[src/rtl/dac_tx.sv]
// dac_tx: transmit-side serializer for the audio path.
// Buffers one signed 16-bit left/right pair and sends it MSB-first on serialOut.
// The left word goes first, then the right word, in a 32-BCLK frame.
// LRCK and WCLK carry the framing so a codec DAC or the input deserializer can
// recover both words.
// Build option DAC_TX_UNDERRUN_ZERO_EN: when defined, an underrun frame is
// silence. When undefined, an underrun repeats the last real pair.
module dac_tx (
  input  logic        BCLK,
  input  logic        reset_n,
  input  logic [15:0] leftIn,
  input  logic [15:0] rightIn,
  input  logic        sampleValid,
  output logic        sampleReady,
  output logic        serialOut,
  output logic        LRCK,
  output logic        WCLK,
  output logic        underrun
);

  logic [4:0]  bit_cnt;
  logic [4:0]  next_cnt;
  logic [31:0] hold;
  logic        hold_full;
  logic [31:0] shift_reg;
  logic [31:0] last_frame;
  logic [31:0] underrun_frame;
  logic        boundary;
  logic        transfer;

  // Bit 31 is the last bit of the frame; the next edge starts a new frame.
  assign boundary = (bit_cnt == 5'd31);

  // sampleReady comes only from hold_full, so sampleValid has no combinational
  // path to it.
  assign sampleReady = ~hold_full;
  assign transfer    = sampleValid & ~hold_full;

  // The 5-bit counter wraps from 31 to 0 on its own.
  assign next_cnt  = bit_cnt + 5'd1;
  assign serialOut = shift_reg[31];

`ifdef DAC_TX_UNDERRUN_ZERO_EN
  assign underrun_frame = '0;
`else
  assign underrun_frame = last_frame;
`endif

  // Frame position counter and registered framing strobes.
  // NOTE: LRCK/WCLK are decoded from next_cnt and then registered, so each
  // strobe lines up with the bit_cnt value it describes without a decode glitch.
  always_ff @(posedge BCLK or negedge reset_n) begin
    if (!reset_n) begin
      bit_cnt <= 5'd0;
      LRCK    <= 1'b1;
      WCLK    <= 1'b0;
    end else begin
      // NOTE: sequential state uses non-blocking assignments only, so every
      // register in this block samples the pre-edge values.
      bit_cnt <= next_cnt;
      LRCK    <= ~next_cnt[4];
      WCLK    <= &next_cnt[3:0];
    end
  end

  // Holding register, shift register, last-frame copy and the underrun pulse.
  always_ff @(posedge BCLK or negedge reset_n) begin
    if (!reset_n) begin
      // NOTE: the data registers are reset as well as the flags. This
      // discards a buffered pair and keeps the underrun repeat frame at zero
      // until the first real pair arrives.
      hold       <= '0;
      hold_full  <= 1'b0;
      shift_reg  <= '0;
      last_frame <= '0;
      underrun   <= 1'b0;
    end else begin
      underrun <= 1'b0;
      if (boundary) begin
        if (hold_full) begin
          shift_reg  <= hold;
          last_frame <= hold;
          hold_full  <= 1'b0;
        end else begin
          shift_reg <= underrun_frame;
          underrun  <= 1'b1;
        end
      end else begin
        shift_reg <= {shift_reg[30:0], 1'b0};
      end
      // A transfer requires hold_full == 0, so it never collides with a load.
      if (transfer) begin
        hold      <= {leftIn, rightIn};
        hold_full <= 1'b1;
      end
    end
  end

endmodule

[config.mk]
export PLATFORM = sky130hd
export DESIGN_NAME = dac_tx
export DESIGN_NICKNAME = d
export VERILOG_FILES = /design/src/rtl/dac_tx.sv
export SDC_FILE = /design/constraint.sdc
export NUM_CORES = 1
export LEC_CHECK = 0
export CORE_MARGIN = 2
export CORE_UTILIZATION = 36
export DETAILED_ROUTE_END_ITERATION = 6
export DONT_BUFFER_PORTS = 1
export MAX_ROUTING_LAYER = met4
export PLACE_DENSITY = 0.47
export SLEW_MARGIN = 20
export SYNTH_ARGS = -nofsm -noshare
export SYNTH_HDL_FRONTEND = slang
export SYNTH_SLANG_ARGS = --single-unit
[constraint.sdc]
create_clock -name BCLK -period 2.6 [get_ports BCLK]
set_input_delay 0.39 -clock BCLK [delete_from_list [all_inputs] [get_ports BCLK]]
set_output_delay 0.39 -clock BCLK [all_outputs]
set_load 0.03 [all_outputs]
Yosys cells after proc, flatten, opt, wreduce, memory -nomap -nowiden --
Cells that the tools add are included.
Cells by class: mux-type cells 6, eq/ne operators 1, reduce and logical (&&, ||, !) cells 2, add/subtract/negate cells 1, bitwise logic cells 3
Operator list (count):
- $mux 32 | 2
- $add 5x1->5 const B | 1
- $eq 5x5->1 const B | 1
- $mux 1 | 4
- $reduce_and 4->1 | 1
- $not 1->1 | 2
- $reduce_bool 2->1 | 1
- $and 1x1->1 | 1
Storage, ports and cells: flip-flop bits (word level) 105, input port bits 35, logic and storage cells 21

Longest topological paths before layout --
Gate-level depths: netlist of run 1.
depth in word-level cells 3, depth in mapped cells 7

Least setup slack after synthesis of run 1 --
Ideal clock, no wire load.
path type reg-to-reg, from reg bit_cnt[0], to reg last_frame[10], path slack 0.912 ns, required time 2.472 ns, path buffers 1, arrival time 1.560 ns, setup time 0.128 ns, stages on the path, launching flop included 7, cells stage by stage dfrtp_1 -> ha_1 -> and3_1 -> ha_1 -> nand2_2 -> buf_4 -> mux2_1
Between the ends: word-level cells in the longest chain between the ends 1
RTL lines:
- from (decl) | line 21 | logic [4:0] bit_cnt;
- from (signal assigned) | line 60 | bit_cnt <= next_cnt;
- $eq 5x5->1 | line 32 | assign boundary = (bit_cnt == 5'd31);
- to (signal assigned) | line 82 | last_frame <= hold;
- to (decl) | line 26 | logic [31:0] last_frame;
No other way between the ends. A chain may end at the register's enable or synchronous reset.

Worst setup path in the final report of run 1 --
from reg hold_full, to out sampleReady
Between the ends: word-level cells in the longest chain between the ends 1
RTL lines:
- from (decl) | line 24 | logic hold_full;
- from (signal assigned) | line 73 | hold_full <= 1'b0;
- from (signal assigned) | line 83 | hold_full <= 1'b0;
- from (signal assigned) | line 94 | hold_full <= 1'b1;
- $not 1->1 | line 36 | assign sampleReady = ~hold_full;
- to (decl) | line 14 | output logic sampleReady,
No other way between the ends.

==> impl_metrics.tcl, run 1 <==
set metrics [dict create \
    worst_ep_arrival_time_ns 1.45 \
    firstDrtPassIters 4 \
    synth_commonest_cells "dfrtp_1, mux2_1, mux2i_1, a21oi_1, nor2_1" \
    setup-tns-final_ns 0 \
    timing.critical_path.from_type "flip-flop" \
    gp_congestion 0.6505 \
    seq_area_frac_synth 0.6074 \
    crit_fanout 21 \
    syn-num-nets 340 \
    tritoncts "yes" \
    drt_iter0_markers 113 \
    yosys-top-cells-area "dfrtp_1, mux2_4, mux2_1" \
    clock_sinks 105 \
    setup_viol 0 \
    yosysUniqueCellTypes 26 \
    longest_individual_stage_delay_on_the_worst_path_ns 0.77 \
    finalHoldViolations 105 \
    floorplan.rows 40 \
    insertedDiodeCount 0 \
    post_cts_resize_count 0 \
    clk_pin_slew_ns 0.07 \
    groute.usage.overall 0.1226 \
    grt_first_pass_wirelength_um 11870 \
    clock_tree.buffer_depth 2 \
    failed_checks "negative hold slack" \
    finalClockSkew_ns 0.006744 \
    synth_area_um2 4328 \
    ir_worst_vdd_v 0.0004318 \
    number_of_port_buffers 0 \
    dp_hpwl_um 3971 \
    cts-buffers-inserted 9 \
    tightest_slew_ns 0.6238 \
    critical_path.cell_chain "inv_1" \
    dp.cells 436 \
    start_util 0.3649 \
    worstSetupPathType "flip-flop to output pin" \
    routed-via-count 2162 \
    synthFlopType "dfrtp_1" \
    finalCriticalPeriod_ns 1.840 \
    power_per_cell_area_nw_per_um2 780.3 \
    synth-edff-count 0 \
    synth_most_common_cell "dfrtp_1" \
    drtAntennaViolNets 0 \
    syn_to_final_growth_pct 9.309 \
    worst-endpoint-required_ns 2.21 \
    dp_slack_ns 0.7695 \
    grt_start_max_net_pins 106 \
    die-height_um 113.6 \
    post-route-util 0.3988 \
    layout-drive-gt1-share 0.1803 \
    pin_count 40 \
    drc 0 \
    synth.top_cell.area_share 0.6013 \
    max_cap_violations 0 \
    slew_headroom 0.5841 \
    clk_root_buffer_cell "clkbuf_16" \
    hold_path_class "input port to async pin" \
    outcome "complete, but fails checks" \
    synth.ff_latch_count 105 \
    post_synth_inst_count 302 \
    global_route.overflow_total 0 \
    first_global_vias 2299 \
    period_utilization 0.7076 \
    floorplan.die_area_um2 12920 \
    horiz_die_dim_um 113.6 \
    core_region_area_um2 11860 \
    path_buf_inv 1 \
    synth_largest_area_cell "dfrtp_1" \
    final_cells 452 \
    post-cts-setup-buffers 0 \
    detail_route.wirelength_um 6868 \
    htree_levels 3 \
    endpoint_kind "output pin" \
    synth_area_per_cell_um2 14.33 \
    hold_ws_ns -0.2545 \
    detail_route.wl_per_cell_um 15.19 \
    layout_setup_ws_ns 0.7604 \
    power.leakage_nw 2.373 \
    grt_setup_unrepaired "no" \
    final-max-slew-violation-count 0 \
    clk_latency_ns 0.34 \
    crit_slowest_cell "dfrtp_2" \
    antenna_found_initial 0 \
    fmax_ghz 0.5436 \
    synth_async_sr_flop_share 1.000 \
    layout.nets 338 \
    post_drt_via_cell_ratio 4.783 \
    cpLargestDelayFamily "flip-flops" \
    synth.yosys.warnings 0 \
]
routing by layer:
layer | track usage | share of wire | vias up
met1 | 0.1652 | 0.49 | 1080
li1 | - | - | 1039
met3 | 0.03666 | 0.039 | 11
met2 | 0.1756 | 0.45 | 32
met4 | 0.04634 | 0.018 | 0
met5 | - | 0 | -
cells by family after synthesis:
group / after synthesis / share of synthesized area
xor gates and xnor gates: 3 / 0.006072
muxes: 96 / 0.2657
AOI/OAI and AO/OA: 33 / 0.03874
adders and majority gates: 3 / 0.008674
buffers and inverters: 22 / 0.03296
and+or+nand+nor: 40 / 0.04047
DFF: 105 / 0.6074
area by class of cell:
| type | instances | area, um2 |
|---|---|---|
| fill | 1122 | 7131 |
| sequential | 105 | 2630 |
| multi-input combinational | 175 | 1564 |
| clock buffer | 10 | 239.0 |
| tap | 147 | 183.9 |
| timing repair buffer | 5 | 50.05 |
| clock inverter | 6 | 48.80 |
| inverter | 4 | 15.01 |
power by group:
part	total [mW]	internal [mW]	switching, mW	leakage (nW)
Sequential	1.98	1.82	0.156	1.33
Clock	1.31	0.688	0.620	0.137
Combinational	0.404	0.285	0.119	0.908
Total	3.69	2.80	0.895	2.37
final timing paths:
kind	from	endpoint	slack (ns)	cells after the start
worst max register to register	bit_cnt[1]$_DFF_PN0_	shift_reg[19]$_DFF_PN0_	0.77	6
min in group BCLK	leftIn[15]	hold[31]$_DFFE_PN0P_	0.18	1
worst min-delay path	reset_n	hold[24]$_DFFE_PN0P_	-0.25	0
worst min register to register	last_frame[0]$_DFFE_PN0N_	last_frame[0]$_DFFE_PN0N_	0.49	1
worst max-delay path	hold_full$_DFFE_PN0P_	sampleReady	0.76	1
max in group asynchronous	reset_n	LRCK$_DFF_PN1_	2.63	0
through the flow:
step | cell area (um2) | hold WS (ns) | power (mW)
5_1_grt | 4731 | -0.2845 | 3.892
6_report | 4731 | -0.2545 | 3.691
3_5_place_dp | 4443 | 0.09782 | 2.425
4_1_cts | 4731 | -0.2837 | 3.769
3_3_place_gp | 4443 | 0.09789 | 2.424
2_1_floorplan | 4328 | 0.09441 | 2.331
cell usage in the layout, fill, tap and decap left out, types with 2 or more instances in the layout:
cell type	instances
ha_1	2
mux2_1	35
dfrtp_1	103
clkbuf_16	9
mux2i_1	32
mux2_4	29
clkinvlp_4	2
buf_4	4
nor2b_1	2
inv_6	2
xor2_1	2
nor2_1	31
inv_1	4
a21oi_1	31
No activity file was read; power rests on OpenSTA's default activity.
==> run 2: changes to the inputs <==
==> constraint.sdc (replaced) <==
create_clock -name BCLK -period 1.9 [get_ports BCLK]
set_input_delay 0.285 -clock BCLK [delete_from_list [all_inputs] [get_ports BCLK]]
set_output_delay 0.285 -clock BCLK [all_outputs]
set_load 0.03 [all_outputs]
==> run 2 against run 1 <==
  * The run still ends with negative hold slack left
  * Global-route usage fell by 0.14 points
  * Highest routed layer unchanged
  * Final cell count increased by 0.22%
  * Power is 48% higher
  * Combinational power is 39% higher
  * Critical path type is now flip-flop to flip-flop
==> impl_metrics.tcl, run 2 (synthesis results as in run 1) <==
set metrics [dict create \
    drtAntennaViolNets 0 \
    layout.cells.most_common_list "dfrtp_1, mux2_1, mux2i_1" \
    grt_util_met2 0.1780 \
    clk_pin_slew_ns 0.07 \
    hold_ws_ns -0.3675 \
    post_cts_resize_count 0 \
    gp_congestion 0.6541 \
    clock_power_share 0.400 \
    final.fill_count 1102 \
    period_utilization 0.9274 \
    cts-buffers-inserted 9 \
    internal_power_mw 4.257 \
    finalHoldViolations 105 \
    drt_iter0_markers 98 \
    finalClockSkew_ns 0.007970 \
    floorplan.die_area_um2 12920 \
    clk_latency_ns 0.34 \
    tightest_slew_ns 0.3635 \
    dp_hpwl_um 4001 \
    final_cells 453 \
    core_region_area_um2 11860 \
    power.leakage_nw 2.433 \
    clock_sinks 105 \
    groute.usage.overall 0.1213 \
    pin_count 40 \
    die-height_um 113.6 \
    setup_viol 0 \
    grt.met1_usage 0.1536 \
    routed-via-count 2188 \
    floorplan.rows 40 \
    fmax_ghz 0.5675 \
    start_util 0.3649 \
    p_sw_frac 0.2191 \
    slew_headroom 0.7577 \
    power.switching_mw 1.195 \
    crit_fanout 15 \
    worst-endpoint-required_ns 2.12 \
    horiz_die_dim_um 113.6 \
    dp.cells 437 \
    number_of_port_buffers 0 \
    first_global_vias 2225 \
    max_cap_violations 0 \
    firstDrtPassIters 4 \
    post-cts-setup-buffers 0 \
    global_route.overflow_total 0 \
    globalRoute.busiestLayer "met2" \
    clk_root_buffer_cell "clkbuf_16" \
    power_per_cell_area_nw_per_um2 1124 \
    outcome "complete, but fails checks" \
    hold_path_class "input port to async pin" \
    clock_tree.buffer_depth 2 \
    antenna_found_initial 0 \
    p_seq_frac 0.496 \
    syn_to_final_growth_pct 12.03 \
    layout-drive-gt1-share 0.1830 \
    post_drt_via_cell_ratio 4.830 \
    most_common_library_cell_in_the_layout_ignoring_fill_and_taps "dfrtp_1" \
    endpoint_kind "flip-flop" \
    drc 0 \
    htree_levels 3 \
    grt_start_max_net_pins 106 \
    detail_route.wl_per_cell_um 15.14 \
    ir_worst_vdd_v 0.0005243 \
    timing.critical_path.from_type "flip-flop" \
    failed_checks "negative hold slack" \
    final-max-slew-violation-count 0 \
    worst_ep_arrival_time_ns 1.98 \
    worstSetupPathType "flip-flop to flip-flop" \
    grt_first_pass_wirelength_um 11520 \
    detail_route.wirelength_um 6857 \
    insertedDiodeCount 0 \
    met3_usage 0.04198 \
    layout.nets 339 \
    setup-tns-final_ns 0 \
    finalCriticalPeriod_ns 1.762 \
    grt_setup_unrepaired "no" \
    p_comb_frac 0.103 \
    tritoncts "yes" \
]
==> run 2: worst max-delay path, cell delays in order, from the launching register on <==
cell and delay, ns:
dfrtp_1 0.41, ha_1 0.25, and3_1 0.16, ha_2 0.19
nand2_2 0.12, buf_12 0.17, mux2_1 0.33
==> run 2: through the flow <==
stage	utilization	hold slack, ns	worst slack (ns)	instance area, um2	total power, mW
after floorplan	-	-0.01059	0.2121	4328	3.189
final	0.4088	-0.3675	0.1379	4848	5.451
after detailed placement	0.3784	-0.005921	0.1442	4488	3.320
after global placement	0.3784	-0.007438	0.1683	4488	3.315
after CTS	0.4088	-0.3833	0.08110	4848	5.551
after global routing	0.4088	-0.3963	0.04474	4848	5.705
==> run 2: layout make-up <==
class | instances | area (um2) | area share
inverter | 4 | 15.01 | 0.003097
clock buffer | 11 | 252.7 | 0.05213
clock inverter | 5 | 107.6 | 0.02219
multi-input combinational | 175 | 1564 | 0.3226
tap | 147 | 183.9 | 0.03794
sequential | 105 | 2630 | 0.5425
timing repair buffer | 6 | 95.09 | 0.01961
==> run 2: worst paths after layout <==
check | from | to | slack, ns | cells past startpoint
max | bit_cnt[0]$_DFF_PN0_ | last_frame[23]$_DFFE_PN0N_ | 0.14 | 6
min in group BCLK | rightIn[0] | hold[0]$_DFFE_PN0P_ | 0.07 | 1
min reg2reg | last_frame[20]$_DFFE_PN0N_ | last_frame[20]$_DFFE_PN0N_ | 0.49 | 1
min | reset_n | hold[25]$_DFFE_PN0P_ | -0.37 | 0
max in group asynchronous | reset_n | LRCK$_DFF_PN1_ | 2.04 | 0
max reg2reg | bit_cnt[0]$_DFF_PN0_ | last_frame[23]$_DFFE_PN0N_ | 0.14 | 6
==> run 2: power groups by stage <==
stage          registers (mW)  clock network, mW  logic [mW]
5_1_grt                  2.75               2.33       0.620
3_3_place_gp             2.75                  0       0.562
4_1_cts                  2.72               2.26       0.572
2_1_floorplan            2.66                  0       0.532
3_5_place_dp             2.75                  0       0.568
6_report                 2.71               2.18       0.563
==> run 2: per-layer routing <==
layer	vias to the layer above	share of wire
met5	-	0
met4	0	0.018
met3	12	0.044
met2	36	0.45
met1	1100	0.49
li1	1040	-
==> run 3: changes to the inputs <==
--- a/config.mk
+++ b/config.mk
@@ -6,11 +6,11 @@
 export NUM_CORES = 1
 export LEC_CHECK = 0
 export CORE_MARGIN = 2
-export CORE_UTILIZATION = 36
+export CORE_UTILIZATION = 30
 export DETAILED_ROUTE_END_ITERATION = 6
 export DONT_BUFFER_PORTS = 1
 export MAX_ROUTING_LAYER = met4
-export PLACE_DENSITY = 0.47
+export PLACE_DENSITY = 0.41
 export SLEW_MARGIN = 20
 export SYNTH_ARGS = -nofsm -noshare
 export SYNTH_HDL_FRONTEND = slang
==> run 3 against run 2 <==
  * The run still ends with negative hold slack left
  * Sequential cell count unchanged
  * Critical path type unchanged
  * Worst setup slack improved by 0.025 ns
  * Sequential share of layout area increased by 0.51 points
  * Design area decreased by 0.93%
  * Die area increased by 19%
  * Register-to-register slack improved by 0.02 ns
  * Routed wire length increased by 8.4%
  * Clock power decreased by 17%
  * Final cell count increased by 7.5%
  * Non-clock buffer count increased by 1
  * Utilization decreased by 6.5 points
==> impl_metrics.tcl, run 3 (synthesis results as in run 1) <==
set metrics [dict create \
    rr_worst_depth 6 \
    p_comb_frac 0.114 \
    number_of_port_buffers 0 \
    p_sw_frac 0.2322 \
    dp_hpwl_um 4380 \
    floorplan.rows 43 \
    global_route.overflow_total 0 \
    failed_checks "negative hold slack" \
    grt_first_pass_wirelength_um 12580 \
    grt_start_max_net_pins 106 \
    outcome "complete, but fails checks" \
    clk_latency_ns 0.35 \
    drtAntennaViolNets 0 \
    start_util 0.3094 \
    finalCriticalPeriod_ns 1.737 \
    setup_viol 0 \
    layout-drive-gt1-share 0.1726 \
    clk_root_buffer_cell "clkbuf_16" \
    layout.nets 340 \
    tritoncts "yes" \
    timing.critical_path.from_type "flip-flop" \
    detail_route.wl_per_cell_um 15.27 \
    grt_setup_unrepaired "no" \
    clock_power_share 0.357 \
    post-cts-setup-buffers 0 \
    gp_congestion 0.6661 \
    power.leakage_nw 2.391 \
    worst_r2r_setup_slack_ns 0.16 \
    timing.rr.start "bit_cnt[0]$_DFF_PN0_" \
    area_of_combinational_cells_with_multiple_inputs_um2 1564 \
    critical_path.cell_chain "ha_1 -> and3_1 -> ha_2 -> nand2_2 -> buf_12 -> mux2_1" \
    crit_fanout 20 \
    worst_ep_arrival_time_ns 1.96 \
    groute.usage.overall 0.1136 \
    longest_individual_stage_delay_on_the_worst_path_ns 0.40 \
    die-height_um 124.1 \
    endpoint_kind "flip-flop" \
    core_region_area_um2 13990 \
    crit_slowest_cell "dfrtp_1" \
    power_per_cell_area_nw_per_um2 1062 \
    detail_route.wirelength_um 7435 \
    seqCellArea_um2 2630 \
    worst-endpoint-required_ns 2.13 \
    ir_worst_vdd_v 0.0004522 \
    clock_sinks 105 \
    slew_headroom 0.7096 \
    internal_power_mw 3.916 \
    post_drt_via_cell_ratio 4.507 \
    pin_count 40 \
    dp_slack_ns 0.06477 \
    period_utilization 0.9144 \
    tightest_slew_ns 0.4356 \
    final.fill_count 1402 \
    p_seq_frac 0.529 \
    fmax_ghz 0.5756 \
    first_global_vias 2373 \
    hold_path_class "input port to async pin" \
    worstReg2RegEnd "last_frame[23]$_DFFE_PN0N_" \
    floorplan.die_area_um2 15400 \
    setup-tns-final_ns 0 \
    most_common_library_cell_in_the_layout_ignoring_fill_and_taps "dfrtp_1" \
    clock_tree.buffer_depth 2 \
    drc 0 \
    hold_ws_ns -0.3677 \
    htree_levels 3 \
    finalClockSkew_ns 0.007287 \
    clk_pin_slew_ns 0.07 \
    max_cap_violations 0 \
    worstSetupPathType "flip-flop to flip-flop" \
    insertedDiodeCount 0 \
    power.switching_mw 1.184 \
    layout_setup_ws_ns 0.1626 \
    layout.cells.most_common_list "dfrtp_1, mux2_1, mux2i_1" \
    drt_iter0_markers 102 \
    firstDrtPassIters 4 \
    cts-buffers-inserted 9 \
    syn_to_final_growth_pct 10.99 \
    horiz_die_dim_um 124.1 \
    antenna_found_initial 0 \
    final-max-slew-violation-count 0 \
    routed-via-count 2195 \
    finalHoldViolations 105 \
]
## run 3: changes by cell type in the layout (fill, tap and decap cells not counted)
cell,delta
clkinv_2,+1
buf_4,+1
clkbuf_1,+4
inv_6,-2
bufinv_16,-2
clkbuf_8,-2
clkinv_4,+1
buf_6,+2
buf_12,-2
## run 3: per-stage QoR
step,power (mW),util,instance area (um2),instances,hold slack (ns)
finish,5.100,0.3434,4803,487,-0.3677
CTS,5.204,0.3428,4796,487,-0.3885
detailed placement,3.336,0.3225,4512,471,-0.005045
global route,5.376,0.3434,4803,487,-0.3964
floorplan,3.189,-,4328,302,-0.01059
global placement,3.332,0.3225,4512,471,-0.005322
## run 3: repair_timing
item                                    CTS  global route
endpoints found under the setup margin    0            33
endpoints found under the hold margin   105           105
gates resized for setup                   0             2
## run 3: worst max path at each step
stage	to	slack (ns)	startpoint
floorplan	last_frame[10]$_DFFE_PN0N_	0.21	bit_cnt[0]$_DFF_PN0_
global placement	shift_reg[19]$_DFF_PN0_	0.12	bit_cnt[1]$_DFF_PN0_
detailed placement	shift_reg[19]$_DFF_PN0_	0.06	bit_cnt[1]$_DFF_PN0_
CTS	shift_reg[19]$_DFF_PN0_	0.05	bit_cnt[1]$_DFF_PN0_
global route	shift_reg[25]$_DFF_PN0_	0.04	bit_cnt[0]$_DFF_PN0_
finish	last_frame[23]$_DFFE_PN0N_	0.16	bit_cnt[0]$_DFF_PN0_
## run 3: area by class of cell
type                       count  area share
clock buffer                  13     0.05001
clock inverter                 3    0.009117
inverter                       4    0.003126
multi-input combinational    175      0.3256
sequential                   105      0.5475
tap                          180     0.04689
timing repair buffer           7     0.01771
## run 3: worst max-delay path: cells and delay by family, from the launching register on
kind                       cells  cell delay [ns]
DFF                            1             0.40
adders and majority gates      2             0.43
buffers and inverters          1             0.18
and+or+nand+nor                2             0.26
muxes                          1             0.34
## run 3: power groups by stage
stage               registers, mW  logic (mW)  clock network (mW)
finish                       2.70       0.582                1.82
global route                 2.74       0.645                1.99
CTS                          2.70       0.596                1.90
detailed placement           2.74       0.595                   0
floorplan                    2.66       0.532                   0
global placement             2.74       0.592                   0
## run 3: per-layer routing
| layer | up-vias | track usage | part of all wire |
|---|---|---|---|
| li1 | 1038 | - | - |
| met1 | 1110 | 0.1458 | 0.49 |
| met2 | 34 | 0.1639 | 0.45 |
| met3 | 13 | 0.04075 | 0.038 |
| met4 | 0 | 0.04424 | 0.018 |
| met5 | - | - | 0 |
